$ cat src/rtl/uart_alu_pkg.sv
// -----------------------------------------------------------------------------
// uart_alu_pkg
// Shared definitions for the UART <-> ALU sequencer:
//   - state_t            : 3-bit FSM state encoding of the sequencer
//   - OP_*               : ALU opcodes, shared with the ALU itself
//   - DEFAULT_DATA_WIDTH : default operand / result / UART byte width
// -----------------------------------------------------------------------------
package uart_alu_pkg;

    localparam int DEFAULT_DATA_WIDTH = 8;

    // ALU opcodes; OP_RESET is what the opcode register holds out of reset
    localparam logic [7:0] OP_ADD   = 8'h20;
    localparam logic [7:0] OP_SUB   = 8'h22;
    localparam logic [7:0] OP_AND   = 8'h24;
    localparam logic [7:0] OP_OR    = 8'h25;
    localparam logic [7:0] OP_XOR   = 8'h26;
    localparam logic [7:0] OP_SRA   = 8'h03;
    localparam logic [7:0] OP_SRL   = 8'h02;
    localparam logic [7:0] OP_NOR   = 8'h27;
    localparam logic [7:0] OP_RESET = 8'h00;

    typedef enum logic [2:0] {
        ST_WAIT_A  = 3'd0,
        ST_WAIT_B  = 3'd1,
        ST_WAIT_OP = 3'd2,
        ST_EXEC    = 3'd3,
        ST_SEND    = 3'd4,
        ST_WAIT_TX = 3'd5
    } state_t;

endpackage

$ cat src/rtl/byte_timeout_timer.sv
// -----------------------------------------------------------------------------
// byte_timeout_timer
// Inter-byte timeout counter for the UART <-> ALU sequencer. Only compiled
// when UART_ALU_IF_TIMEOUT_EN is defined, which is also the only build that
// instantiates it.
// Ports:
//   clk     in  : system clock, rising edge
//   rst_n   in  : asynchronous active-low reset
//   clear   in  : synchronous clear to 0 (has priority over enable)
//   enable  in  : count one step per cycle
//   expire  out : count has reached TIMEOUT_CYCLES-1
// -----------------------------------------------------------------------------
`ifdef UART_ALU_IF_TIMEOUT_EN
module byte_timeout_timer #(
    parameter int TIMEOUT_CYCLES = 100000
) (
    input  logic clk,
    input  logic rst_n,
    input  logic clear,
    input  logic enable,
    output logic expire
);

    localparam int              CNT_W = $clog2(TIMEOUT_CYCLES);
    localparam logic [CNT_W-1:0] LAST = CNT_W'(TIMEOUT_CYCLES - 1);

    logic [CNT_W-1:0] count;

    // Counter saturates at LAST so expire stays asserted until the next clear
    always_ff @(posedge clk or negedge rst_n) begin
        if (!rst_n) begin
            count <= '0;
        end else if (clear) begin
            count <= '0;
        end else if (enable && (count != LAST)) begin
            count <= count + CNT_W'(1);
        end
    end

    assign expire = (count == LAST);

endmodule
`endif

$ cat src/rtl/uart_alu_interface.sv
// -----------------------------------------------------------------------------
// uart_alu_interface
// Sequencer between the UART receiver, a combinational ALU and the UART
// transmitter. Collects operand A, operand B and opcode bytes, presents them
// as registered operands, captures the ALU result and starts a transmission,
// then waits for the transmitter before accepting the next frame.
// Optional feature macro: UART_ALU_IF_TIMEOUT_EN (inter-byte timeout that
// discards a partial frame; without it o_timeout is tied low).
// Ports:
//   i_clk, i_rst_n   : clock (rising edge), asynchronous active-low reset
//   i_rx_data        : received byte, valid while i_rx_done = 1
//   i_rx_done        : one-cycle pulse, byte received
//   o_dato_a/o_dato_b: registered operands to the ALU
//   o_op_code        : registered opcode to the ALU (low bits of the byte)
//   i_alu_result     : combinational ALU result
//   o_tx_data        : registered byte to transmit
//   o_tx_start       : one-cycle pulse, start transmission
//   i_tx_done        : one-cycle pulse, transmitter finished
//   o_timeout        : one-cycle pulse, partial frame discarded
// -----------------------------------------------------------------------------
module uart_alu_interface
    import uart_alu_pkg::*;
#(
    parameter int DATA_WIDTH     = DEFAULT_DATA_WIDTH,
    parameter int OP_CODE_SIZE   = 8,
    parameter int TIMEOUT_CYCLES = 100000
) (
    input  logic                    i_clk,
    input  logic                    i_rst_n,
    input  logic [DATA_WIDTH-1:0]   i_rx_data,
    input  logic                    i_rx_done,
    output logic [DATA_WIDTH-1:0]   o_dato_a,
    output logic [DATA_WIDTH-1:0]   o_dato_b,
    output logic [OP_CODE_SIZE-1:0] o_op_code,
    input  logic [DATA_WIDTH-1:0]   i_alu_result,
    output logic [DATA_WIDTH-1:0]   o_tx_data,
    output logic                    o_tx_start,
    input  logic                    i_tx_done,
    output logic                    o_timeout
);

    // Elaboration-time parameter sanity checks
    if (OP_CODE_SIZE > DATA_WIDTH) begin : g_bad_op_width
        $error("OP_CODE_SIZE must not exceed DATA_WIDTH");
    end
    if (TIMEOUT_CYCLES < 2) begin : g_bad_timeout
        $error("TIMEOUT_CYCLES must be at least 2");
    end

    state_t state;
    state_t state_next;
    logic   timeout_hit;

`ifdef UART_ALU_IF_TIMEOUT_EN
    logic tmr_clear;
    logic tmr_enable;
    logic tmr_expire;

    // Counter runs while a frame is partially received; entering WAIT_B and
    // every accepted byte restart it. A byte in the expiry cycle wins.
    assign tmr_enable  = (state == ST_WAIT_B) || (state == ST_WAIT_OP);
    assign tmr_clear   = i_rx_done && ((state == ST_WAIT_A) || tmr_enable);
    assign timeout_hit = tmr_enable && tmr_expire && !i_rx_done;

    byte_timeout_timer #(
        .TIMEOUT_CYCLES(TIMEOUT_CYCLES)
    ) u_timer (
        .clk   (i_clk),
        .rst_n (i_rst_n),
        .clear (tmr_clear),
        .enable(tmr_enable),
        .expire(tmr_expire)
    );
`else
    assign timeout_hit = 1'b0;
`endif

    // State register
    always_ff @(posedge i_clk or negedge i_rst_n) begin
        if (!i_rst_n) begin
            state <= ST_WAIT_A;
        end else begin
            state <= state_next;
        end
    end

    // Next-state logic; bytes outside the three receive states are dropped
    always_comb begin
        state_next = state;
        case (state)
            ST_WAIT_A:  if (i_rx_done) state_next = ST_WAIT_B;
            ST_WAIT_B:  begin
                if (i_rx_done)        state_next = ST_WAIT_OP;
                else if (timeout_hit) state_next = ST_WAIT_A;
            end
            ST_WAIT_OP: begin
                if (i_rx_done)        state_next = ST_EXEC;
                else if (timeout_hit) state_next = ST_WAIT_A;
            end
            ST_EXEC:    state_next = ST_SEND;
            ST_SEND:    state_next = ST_WAIT_TX;
            ST_WAIT_TX: if (i_tx_done) state_next = ST_WAIT_A;
            default:    state_next = ST_WAIT_A;
        endcase
    end

    // Operand/opcode/result registers; they hold across frames and are only
    // overwritten by the next frame's bytes or the next EXEC capture
    always_ff @(posedge i_clk or negedge i_rst_n) begin
        if (!i_rst_n) begin
            o_dato_a  <= '0;
            o_dato_b  <= '0;
            o_op_code <= '0;
            o_tx_data <= '0;
        end else begin
            if ((state == ST_WAIT_A) && i_rx_done) o_dato_a <= i_rx_data;
            if ((state == ST_WAIT_B) && i_rx_done) o_dato_b <= i_rx_data;
            if ((state == ST_WAIT_OP) && i_rx_done) o_op_code <= i_rx_data[OP_CODE_SIZE-1:0];
            if (state == ST_EXEC) o_tx_data <= i_alu_result;
        end
    end

    assign o_tx_start = (state == ST_SEND);
    assign o_timeout  = timeout_hit;

endmodule

$ cat config.mk
export PLATFORM = sky130hd
export DESIGN_NAME = uart_alu_interface
export DESIGN_NICKNAME = d
export VERILOG_FILES = /design/src/rtl/uart_alu_pkg.sv /design/src/rtl/byte_timeout_timer.sv /design/src/rtl/uart_alu_interface.sv
export SDC_FILE = /design/constraint.sdc
export NUM_CORES = 1
export LEC_CHECK = 0
export ABC_CLOCK_PERIOD_IN_PS = 1900
export BUFFER_PORTS_ARGS = -buffer_cell sky130_fd_sc_hd__buf_2
export CAP_MARGIN = 20
export CORE_MARGIN = 1
export CORE_UTILIZATION = 45
export DETAILED_ROUTE_END_ITERATION = 10
export PLACE_DENSITY = 0.76
export SYNTH_ARGS = -nofsm -noshare
export SYNTH_HDL_FRONTEND = slang
export SYNTH_SLANG_ARGS = --single-unit
$ cat constraint.sdc
create_clock -name i_clk -period 1.9 [get_ports i_clk]
set_input_delay 0.095 -clock i_clk [delete_from_list [all_inputs] [get_ports i_clk]]
set_output_delay 0.095 -clock i_clk [all_outputs]
set_load 0.02 [all_outputs]
# Yosys cells after proc, flatten, opt, wreduce, memory -nomap -nowiden

Index checks and enable logic that the tools add are counted.

Output and inout bits: 34
Logic and storage cells: 24
Bits in registers: 35
Input port bits: 20

Equality and inequality tests: 9
Muxes and demuxes: 5
Reduce and logical (&&, ||, !) cells: 5

Operators by type and width:

| operator                                                         | count |
|---|---|
| 3-bit case mux with 6 select lines                               | 1 |
| 3-bit 2-to-1 mux                                                 | 4 |
| 2-bit inequality test (second input constant)                    | 4 |
| 3-bit by 2-bit == test with 1-bit output (second input constant) | 2 |
| 3-bit == test (second input constant)                            | 2 |
| 4-bit AND reduction                                              | 1 |
| 3-bit by 1-bit == test with 1-bit output (second input constant) | 1 |
| 1-bit logical AND                                                | 3 |
| 3-bit logical NOT                                                | 1 |

# Logic depth before layout (Yosys ltp)

Gate-level depths: netlist of run 1.

Word-level depth: 3
Gate-level depth with buffers: 4

# Worst setup path before layout of run 1

No wires, ideal clock.

Path type: reg2reg
Start point: register state[0]
End point: register o_dato_a[0]
Arrival: 1.319 ns
Stages on the path, launching flop included: 4
Slack: 0.456 ns
Data required time: 1.775 ns
Buffers on the path: 1
Setup time: 0.125 ns
Cell sequence: dfrtp_1 buf_6 nor4b_4 mux2_2

Cells in the longest elaborated chain, start to end: 2

Ends and longest elaborated chain:

| what                   | RTL line                  | text |
|---|---|---|
| from (decl)            | uart_alu_interface.sv:50  | `state_t state;` |
| from (signal assigned) | uart_alu_interface.sv:83  | `state <= state_next;` |
| 3-bit logical NOT      | uart_alu_interface.sv:116 | `if ((state == ST_WAIT_A) && i_rx_done) o_dato_a <= i_rx_data;` |
| 1-bit logical AND      | uart_alu_interface.sv:116 |  |
| to (signal assigned)   | uart_alu_interface.sv:116 |  |
| to (decl)              | uart_alu_interface.sv:32  | `output logic [DATA_WIDTH-1:0] o_dato_a,` |

No other way between the ends.
A chain may end at the register's enable or synchronous reset.

# Worst setup path after layout of run 1

Start point: register state[2]
End point: output port o_tx_start

Cells in the longest elaborated chain, start to end: 1

Ends and longest elaborated chain:

| what          | RTL line                  | text |
|---|---|---|
| 3-bit == test | uart_alu_interface.sv:123 | `assign o_tx_start = (state == ST_SEND);` |
| to (decl)     | uart_alu_interface.sv:37  | `output logic o_tx_start,` |

No other way between the ends.

==> impl_metrics.env, run 1 <==
export IMPL_worstPathArrival_ps=1500
export IMPL_path_class="reg -> out"
export IMPL_finalHoldViolCount=0
export IMPL_worstSetupEndpointType="primary output"
export IMPL_cts_root_buf="clkbuf_4"
export IMPL_drv_slew=0
export IMPL_grtUsageTotal_pct=20.1
export IMPL_insertion_delay_ps=340
export IMPL_ys_ff_latch=35
export IMPL_grt_pass1_vias=1057
export IMPL_ys_seq_area_share_pct=62.1
export IMPL_cts_buffers=5
export IMPL_clock_sinks=35
export IMPL_grt_pass1_wl_mm=4.94
export IMPL_setup_viol=0
export IMPL_nNetsFinal=179
export IMPL_vias=964
export IMPL_multi_input_area_um2=503
export IMPL_holdWs_ps=18.1
export IMPL_area_growth_pct=34.8
export IMPL_clockBufferDepth=2
export IMPL_p_per_area_mw_per_mm2=1820
export IMPL_synth_xor_area_share_pct=0
export IMPL_n_antenna_cell=0
export IMPL_syn_cell_area_mm2=0.00141
export IMPL_synth_compound_area_share_pct=0.709
export IMPL_fmax_mhz=627
export IMPL_cts_repair_resized=0
export IMPL_dp_cells=172
export IMPL_period_needed_ps=1590
export IMPL_stdcell_area_mm2=0.00190
export IMPL_p_leak_nw=0.908
export IMPL_violations="design-rule violations"
export IMPL_hpwl_mm=2.08
export IMPL_placed_area_mm2=0.00172
export IMPL_drc=2
export IMPL_place_congestion=0.774
export IMPL_cp_max_fo=10
export IMPL_worst_slew_pin_transition_ps=756
export IMPL_coreArea_mm2=0.00285
export IMPL_register_area_um2=876
export IMPL_fp_dieH_um=58.0
export IMPL_netlist_instances=89
export IMPL_dr_pass1_iters=7
export IMPL_synth_simple_gate_area_share_pct=8.24
export IMPL_cts_post_setup_buffers_inserted=0
export IMPL_syn_avg_cell_area_um2=15.9
export IMPL_htreeDepth=2
export IMPL_initial_core_util_pct=49.5
export IMPL_peakVddDrop_v=0.000930
export IMPL_synth_top_family_by_area="multiplexers"
export IMPL_syn_nets=109
export IMPL_num_io_pins=54
export IMPL_wl_mm=2.94
export IMPL_synth_mux_area_share_pct=25.5
export IMPL_rsz0062_at_grt="false"
export IMPL_die_w_um=58.0
export IMPL_grt_antenna_before_repair=0
export IMPL_maxSlewHeadroom_pct=49.6
export IMPL_synthAdderAreaFrac_pct=0
export IMPL_die_area_mm2=0.00336
export IMPL_clk_pin_slew_ps=100
export IMPL_avgRoutedWirePerCell_um=15.4
export IMPL_io_buffer_count=52
export IMPL_fin_worst_skew_ps=3.92
export IMPL_yosysUniqueCellTypes=16
export IMPL_overflow=0
export IMPL_nFillCells=211
export IMPL_grt_max_degree=36
export IMPL_drv_cap=0
export IMPL_cts_tree="built"
export IMPL_vias_per_cell=5.05
export IMPL_status="complete, but fails checks"
export IMPL_rows=19
export IMPL_yosys_warnings=0
export IMPL_holdCritPathClass="in -> reg"
export IMPL_cp_data_required_time_ps=1800
export IMPL_cp_start_kind="register"
export IMPL_postRouteAntennaNets=0
export IMPL_drive_above_1_share_pct=62.5
export IMPL_final_cells=191
export IMPL_tns_ps=0
export IMPL_fin_crit_sh_pct=83.9
export IMPL_first_iter_violations=14
[cell usage in the layout (no fill, tap or decap)]
cell	instances
clkbuf_8	2
nand2b_1	2
dfrtp_1	35
mux2_2	32
o21ai_0	1
dlygate4sd3_1	11
clkbuf_1	1
buf_4	6
conb_1	1
and2_1	1
buf_2	52
or4_1	1
nor4bb_2	2
a21oi_1	1
nor4b_1	1
nor4b_4	1
nor3b_1	3
nand3b_1	2
clkbuf_4	5
[through the flow]
stage	setup WS, ps	total power, mW	utilization (%)
final	305	3.46	66.7
after global routing	239	3.67	66.7
after CTS	325	3.49	66.3
after detailed placement	360	3.02	60.4
after global placement	372	2.94	60.4
after floorplan	456	2.46	-
[critical path, cell delays in order (launching register included)]
cell,delay (ps)
dfrtp_1,570
nor3b_1,360
buf_2,240
[final timing paths]
| kind | from | to | slack, ps | depth (start not counted) |
|---|---|---|---|---|
| worst max-delay path | state[2]$_DFFE_PN0P_ | o_tx_start | 310 | 2 |
| worst min-delay path | i_rx_data[3] | o_dato_b[3]$_DFFE_PN0P_ | 20 | 2 |
| worst max register to register | state[1]$_DFFE_PN0P_ | o_dato_b[7]$_DFFE_PN0P_ | 340 | 3 |
| worst min register to register | o_dato_a[7]$_DFFE_PN0P_ | o_dato_a[7]$_DFFE_PN0P_ | 510 | 1 |
| max in group asynchronous | i_rst_n | o_tx_data[1]$_DFFE_PN0N_ | 1060 | 2 |
| min in group asynchronous | i_rst_n | o_dato_a[1]$_DFFE_PN0P_ | 360 | 2 |
[per-layer routing]
layer | track usage [%] | share of wire [%] | wire, um
met4 | 6.46 | 1.6 | 47
met1 | 24.9 | 41 | 1210
met5 | 0 | 0 | 0
met2 | 32.7 | 52 | 1540
met3 | 7.81 | 4.9 | 145
[synth_stat cells]
master,instances,share of area [%]
a21oi_1,1,0.35
and2_1,1,0.44
buf_2,3,1.1
buf_4,1,0.53
buf_6,2,1.6
conb_1,1,0.27
dfrtp_1,35,62
mux2_2,32,26
nand2b_1,2,0.89
nand3b_1,2,1.1
nor3b_1,3,1.6
nor4b_1,1,0.62
nor4b_4,1,1.7
nor4bb_1,2,1.4
o21ai_0,1,0.35
or4_1,1,0.53
[cells by family (layout without fill, tap and decap cells)]
logic type	after synthesis	count (layout)
AO/OA/AOI/OAI	2	2
buffers and inverters	6	77
flip-flops	35	35
multiplexers	32	32
other	1	1
AND/OR/NAND/NOR	13	13
[power by group]
group	switching [mW]	internal, mW
logic	0.858	0.763
registers	0.266	1.13
clock network	0.233	0.218
[repair_timing]
action / in CTS / in global routing
hold buffers: 10 / 1
endpoints found under the setup margin: 0 / 0
hold endpoints to repair: 44 / 1
[final cells by class]
class / count / area share (%)
Tap cell: 31 / 2.04
Clock buffer: 8 / 3.62
Multi-Input combinational cell: 48 / 26.4
Timing Repair Buffer: 69 / 21.8
Sequential cell: 35 / 46.1
[registers in the layout, indices dropped and copies added (netlist names)]
| name | flops |
|---|---|
| o_dato_b | 8 |
| o_op_code | 8 |
| state | 3 |
| o_dato_a | 8 |
| o_tx_data | 8 |
No activity file was read; power rests on OpenSTA's default activity.
==> run 2, diff against run 1 <==
Settings changed: ABC_CLOCK_PERIOD_IN_PS 1900 to 1500.
Clock period 1.9 ns to 1.5 ns, I/O delays scaled along.
==> run 2 against run 1 <==
Net effect:
- the flow still finishes with violations (design-rule violations)
- sequential power rose by 25%
- clock power rose by 23%
- via count rose by 4.8%
- core utilization rose by 3.0 points
- highest routed layer unchanged
==> impl_metrics.env, run 2 (synthesized netlist as in run 1, its figures left out) <==
export IMPL_status="complete, but fails checks"
export IMPL_violations="design-rule violations"
export IMPL_drv_cap=0
export IMPL_path_class="reg -> reg"
export IMPL_slowest_delay_ps=480
export IMPL_cp_start_kind="register"
export IMPL_io_buffer_count=52
export IMPL_coreArea_mm2=0.00285
export IMPL_clockBufferDepth=2
export IMPL_layout_common_cells="buf_2 (51), mux2_2 (32), dfrtp_1 (32)"
export IMPL_clk_pin_slew_ps=110
export IMPL_clock_sinks=35
export IMPL_worstSetupEndpointType="register"
export IMPL_rsz0062_at_grt="true"
export IMPL_worstPathArrival_ps=1690
export IMPL_slowest_stage="dfrtp_2"
export IMPL_stdcell_area_mm2=0.00199
export IMPL_routed_wl_met2_mm=1.62
export IMPL_period_needed_ps=1460
export IMPL_n_antenna_cell=0
export IMPL_wl_mm=3.09
export IMPL_postRouteAntennaNets=0
export IMPL_vias=1010
export IMPL_holdCritPathClass="in -> reg"
export IMPL_placed_area_mm2=0.00173
export IMPL_grtUsageTotal_pct=20.6
export IMPL_hpwl_mm=2.10
export IMPL_crit_chain="nor4bb_2 > buf_4 > mux2_2"
export IMPL_setup_viol=0
export IMPL_dr_wl_met3_um=137
export IMPL_cp_data_required_time_ps=1730
export IMPL_fp_dieH_um=58.0
export IMPL_grt_antenna_before_repair=0
export IMPL_vias_per_cell=5.08
export IMPL_register_area_um2=880
export IMPL_p_leak_nw=0.936
export IMPL_maxSlewHeadroom_pct=50.4
export IMPL_area_growth_pct=40.8
export IMPL_cts_tree="built"
export IMPL_nNetsFinal=187
export IMPL_cp_max_fo=8
export IMPL_fin_crit_sh_pct=97.3
export IMPL_highest_layer="met4"
export IMPL_multi_input_area_um2=508
export IMPL_die_area_mm2=0.00336
export IMPL_grt_max_degree=36
export IMPL_drive_above_1_share_pct=63.7
export IMPL_met1_length_mm=1.27
export IMPL_finish_utilization_pct=69.6
export IMPL_drv_slew=0
export IMPL_fmax_mhz=685
export IMPL_peakVddDrop_v=0.00121
export IMPL_cts_buffers=5
export IMPL_nFillCells=203
export IMPL_worst_slew_pin_transition_ps=743
export IMPL_num_io_pins=54
export IMPL_drc=2
export IMPL_grt_pass1_wl_mm=5.01
export IMPL_first_iter_violations=11
export IMPL_avgRoutedWirePerCell_um=15.5
export IMPL_insertion_delay_ps=340
export IMPL_finalHoldViolCount=0
export IMPL_grt_pass1_vias=1078
export IMPL_die_w_um=58.0
export IMPL_initial_core_util_pct=49.5
export IMPL_htreeDepth=2
export IMPL_p_per_area_mw_per_mm2=2250
export IMPL_final_common_cell="buf_2"
export IMPL_overflow=0
export IMPL_cts_root_buf="clkbuf_4"
export IMPL_holdWs_ps=51.4
export IMPL_fin_worst_skew_ps=4.38
export IMPL_place_congestion=0.745
export IMPL_dr_pass1_iters=7
export IMPL_rows=19
[run 2: cell types whose count changed in the layout (fill, tap and decap cells not counted), moves of 3 or more]
| cell | delta |
|---|---|
| buf_4 | +3 |
| dfrtp_1 | -3 |
| dfrtp_2 | +3 |
| dlygate4sd3_1 | +6 |
[run 2: per-layer routing]
layer  vias up  track usage, %
met2        26            35.1
li1        468               -
met4         0            8.84
met1       507            23.4
met3         9            7.37
met5         -               0
[run 2: worst max-delay path, delay by kind of cell (launching register included)]
kind	cells	cell delay (ps)
buffers and inverters	1	220
flip-flops	1	480
multiplexers	1	350
AND/OR/NAND/NOR	1	300
[run 2: report_power, final]
group / switching (mW) / internal (mW)
registers: 0.302 / 1.44
logic: 1.15 / 1.03
clock network: 0.325 / 0.231
total: 1.77 / 2.70
[run 2: stage by stage]
step                      power, mW  std cells  setup WS, ps  TNS (ps)
after detailed placement       3.86        173          32.1         0
final                          4.47        199          40.8         0
after CTS                      4.45        198          4.04         0
after floorplan                3.12         89          56.2         0
after global placement         3.77        173           101         0
after global routing           4.73        199         -18.0     -42.6
[run 2: area by class of cell]
class / instances / share of cell area, %
timing repair buffer: 77 / 24.8
sequential: 35 / 44.3
tap: 31 / 1.95
multi-input combinational: 48 / 25.6
clock inverter: 2 / 0.819
clock buffer: 6 / 2.58
[run 2: timing repair]
action / in CTS / in global routing
setup endpoints to repair: 1 / 25
hold endpoints to repair: 67 / 0
buffers inserted: 0 / 1
resized for setup: 1 / 4
hold buffers: 17 / 0
pin swaps: 0 / 1
[run 2: worst paths after layout]
check                                                end                     start  depth (start not counted)  slack [ps]
worst min-delay path                state[1]$_DFFE_PN0P_                 i_rx_done                          3          50
worst max-delay path             o_dato_b[2]$_DFFE_PN0P_      state[2]$_DFFE_PN0P_                          3          40
worst max register to register   o_dato_b[2]$_DFFE_PN0P_      state[2]$_DFFE_PN0P_                          3          40
min in group asynchronous       o_op_code[1]$_DFFE_PN0P_                   i_rst_n                          2         330
max in group asynchronous           state[1]$_DFFE_PN0P_                   i_rst_n                          2         660
worst min register to register  o_op_code[2]$_DFFE_PN0P_  o_op_code[2]$_DFFE_PN0P_                          1         510
==> run 3, diff against run 2 <==
Settings changed: ABC_AREA set to 1, ABC_CLOCK_PERIOD_IN_PS 1500 to 1200, CORE_UTILIZATION 45 to 43, SLEW_MARGIN set to 20.
Clock period 1.5 ns to 1.2 ns, I/O delays scaled along.
==> run 3 against run 2 <==
Net effect:
- area after synthesis is 0.27% higher
- the flow finishes with violations (negative setup slack)
- largest cell class unchanged
- worst setup slack worse by 66 ps
- final cell count is 37% higher
- via count is 24% higher
- global-route usage is 1.6 points higher
==> impl_metrics.env, run 3 <==
export IMPL_met1_length_mm=1.61
export IMPL_cp_start_kind="register"
export IMPL_initial_core_util_pct=46.0
export IMPL_fin_ws_ps=-25.5
export IMPL_timing_rr_end="o_dato_b[6]$_DFFE_PN0P_"
export IMPL_drv_cap=0
export IMPL_insertion_delay_ps=330
export IMPL_yosysMostFrequentCell="nand2_1"
export IMPL_fin_worst_skew_ps=11.4
export IMPL_die_area_mm2=0.00352
export IMPL_hp_start="i_rx_data[3]"
export IMPL_num_io_pins=54
export IMPL_crit_chain="nor2_4 > inv_2 > nor2_2 > buf_6"
export IMPL_min_to="o_op_code[3]$_DFFE_PN0P_"
export IMPL_synth_top_area_share_pct=61.9
export IMPL_ys_seq_area_share_pct=61.9
export IMPL_synth_commonest_cells="nand2_1 (39), dfrtp_1 (35), o21ai_0 (24), inv_1 (21), o21ai_2 (7)"
export IMPL_violations="negative setup slack"
export IMPL_die_w_um=59.4
export IMPL_slowest_delay_ps=460
export IMPL_slowest_stage="dfrtp_2"
export IMPL_cts_root_buf="clkbuf_4"
export IMPL_grt_pass1_wl_mm=5.58
export IMPL_n_antenna_cell=0
export IMPL_yosysUniqueCellTypes=15
export IMPL_area_growth_pct=51.1
export IMPL_r2r_start="state[0]$_DFFE_PN0P_"
export IMPL_fp_dieH_um=59.4
export IMPL_reg2reg_depth=6
export IMPL_cts_buffers=5
export IMPL_grt_antenna_before_repair=0
export IMPL_cp_max_fo=3
export IMPL_drv_slew=0
export IMPL_grtUsageTotal_pct=22.2
export IMPL_nFillCells=246
export IMPL_register_area_um2=878
export IMPL_syn_nets=167
export IMPL_synth_area_leader_cell="dfrtp_1"
export IMPL_io_buffer_count=52
export IMPL_netlist_instances=147
export IMPL_worstSetupEndpointType="primary output"
export IMPL_ys_ff_latch=35
export IMPL_fin_crit_sh_pct=102
export IMPL_place_congestion=0.791
export IMPL_synth_edf_count=0
export IMPL_synth_area_leaders="dfrtp_1 (62%), nand2_1 (10%), o21ai_0 (8.5%), inv_1 (5.6%), o21ai_2 (4.3%)"
export IMPL_cts_tree="built"
export IMPL_syn_avg_cell_area_um2=9.63
export IMPL_rows=20
export IMPL_wl_mm=3.59
export IMPL_clk_pin_slew_ps=110
export IMPL_period_needed_ps=1230
export IMPL_reg2reg_setup_slack_ps=-20
export IMPL_cp_data_required_time_ps=1140
export IMPL_worstPathArrival_ps=1170
export IMPL_drive_above_1_share_pct=43.9
export IMPL_avgRoutedWirePerCell_um=13.2
export IMPL_yosys_warnings=0
export IMPL_dr_wl_met3_um=161
export IMPL_drc=0
export IMPL_coreArea_mm2=0.00308
export IMPL_highest_layer="met4"
export IMPL_peakVddDrop_v=0.00150
export IMPL_status="complete, but fails checks"
export IMPL_vias=1257
export IMPL_multi_input_area_um2=507
export IMPL_async_flop_share_pct=100
export IMPL_postRouteAntennaNets=0
export IMPL_holdWs_ps=27.4
export IMPL_grt_max_degree=19
export IMPL_htreeDepth=2
export IMPL_syn_cell_area_mm2=0.00142
export IMPL_finalHoldViolCount=0
export IMPL_dr_pass1_iters=4
export IMPL_min_path_cells=3
export IMPL_overflow=0
export IMPL_p_per_area_mw_per_mm2=2730
export IMPL_rsz0062_at_grt="true"
export IMPL_routed_wl_met2_mm=1.79
export IMPL_tns_ps=-69.0
export IMPL_layout_common_cells="buf_2 (51), dfrtp_1 (33), nand2_1 (30)"
export IMPL_vias_per_cell=4.62
export IMPL_path_class="reg -> out"
export IMPL_nNetsFinal=247
export IMPL_final_common_cell="buf_2"
export IMPL_hpwl_mm=2.07
export IMPL_clock_sinks=35
export IMPL_clockBufferDepth=2
export IMPL_setup_viol=5
export IMPL_p_leak_nw=1.15
export IMPL_fmax_mhz=816
export IMPL_grt_pass1_vias=1226
export IMPL_holdCritPathClass="in -> reg"
export IMPL_synth_ff_type="dfrtp_1"
export IMPL_first_iter_violations=20
-- run 3: cell count changes in the layout (fill, tap and decap cells not counted), moves of 3 or more --
cell,delta
buf_6,+4
nor2_4,+4
o21ai_0,+17
mux2_2,-32
o21ai_2,+8
buf_4,-5
nand2_1,+30
nand2_4,+6
nand2_2,+8
nand3_1,+3
inv_1,+18
o21ai_1,+6
-- run 3: how the worst max path moves through the flow --
stage,from,endpoint,slack (ps),cells past startpoint
after floorplan,state[2]$_DFFE_PN0P_,o_op_code[5]$_DFFE_PN0P_,70,5
after global placement,state[2]$_DFFE_PN0P_,o_dato_b[6]$_DFFE_PN0P_,30,4
after detailed placement,state[2]$_DFFE_PN0P_,o_dato_b[7]$_DFFE_PN0P_,-20,4
after CTS,state[1]$_DFFE_PN0P_,o_tx_start,-60,4
after global routing,state[0]$_DFFE_PN0P_,o_dato_b[6]$_DFFE_PN0P_,-80,6
final,state[1]$_DFFE_PN0P_,o_tx_start,-30,4
-- run 3: per-stage QoR --
stage                     area (um2)  power [mW]  utilization, %  setup WS, ps  cells
final                           2140        5.83            69.5         -25.5    272
after CTS                       2030        5.46            65.8         -55.1    268
after global routing            2140        6.20            69.5         -83.5    272
after global placement          1720        4.18            55.9          30.8    242
after detailed placement        1720        4.24            55.9         -23.0    242
after floorplan                 1420        3.51               -          66.3    147
-- run 3: kinds of logic (layout without fill, tap and decap cells) --
family                 count (synthesis)  count (layout)  synth area share (%)
and+or+nand+nor                       51              53                  14.5
DFF                                   35              35                  61.9
AOI/OAI and AO/OA                     34              34                  14.1
buffers and inverters                 26             105                  9.28
other                                  1               1                 0.265
-- run 3: repair_timing --
item                                    CTS  global route
gates cloned                              0             2
hold buffers                             15             0
endpoints found under the hold margin    49             0
buffers inserted                          3             2
resized for setup                        10            33
endpoints found under the setup margin   10            32
pin swaps                                 1             5
-- run 3: area by class of cell --
class,count,area share (%)
tap,44,2.57
sequential,35,41.1
clock buffer,6,1.93
timing repair buffer,76,24.1
clock inverter,2,2.81
inverter,21,3.80
multi-input combinational,88,23.7
-- run 3: power by group --
group	switching, mW	total, mW	internal (mW)
clock	0.390	1.04	0.650
combinational	1.67	2.68	1.01
sequential	0.379	2.11	1.74
total	2.44	5.83	3.39
-- run 3: worst max-delay path, delay by kind of cell (launching register included) --
family | cells | cell delay (ps)
buffers and inverters | 2 | 160
DFF | 1 | 460
and+or+nand+nor | 2 | 200
-- run 3: per-layer routing --
layer | vias to the layer above | track usage, %
met1 | 599 | 29.0
met3 | 4 | 8.95
met2 | 34 | 33.9
li1 | 620 | -
met5 | - | 0
met4 | 0 | 7.14
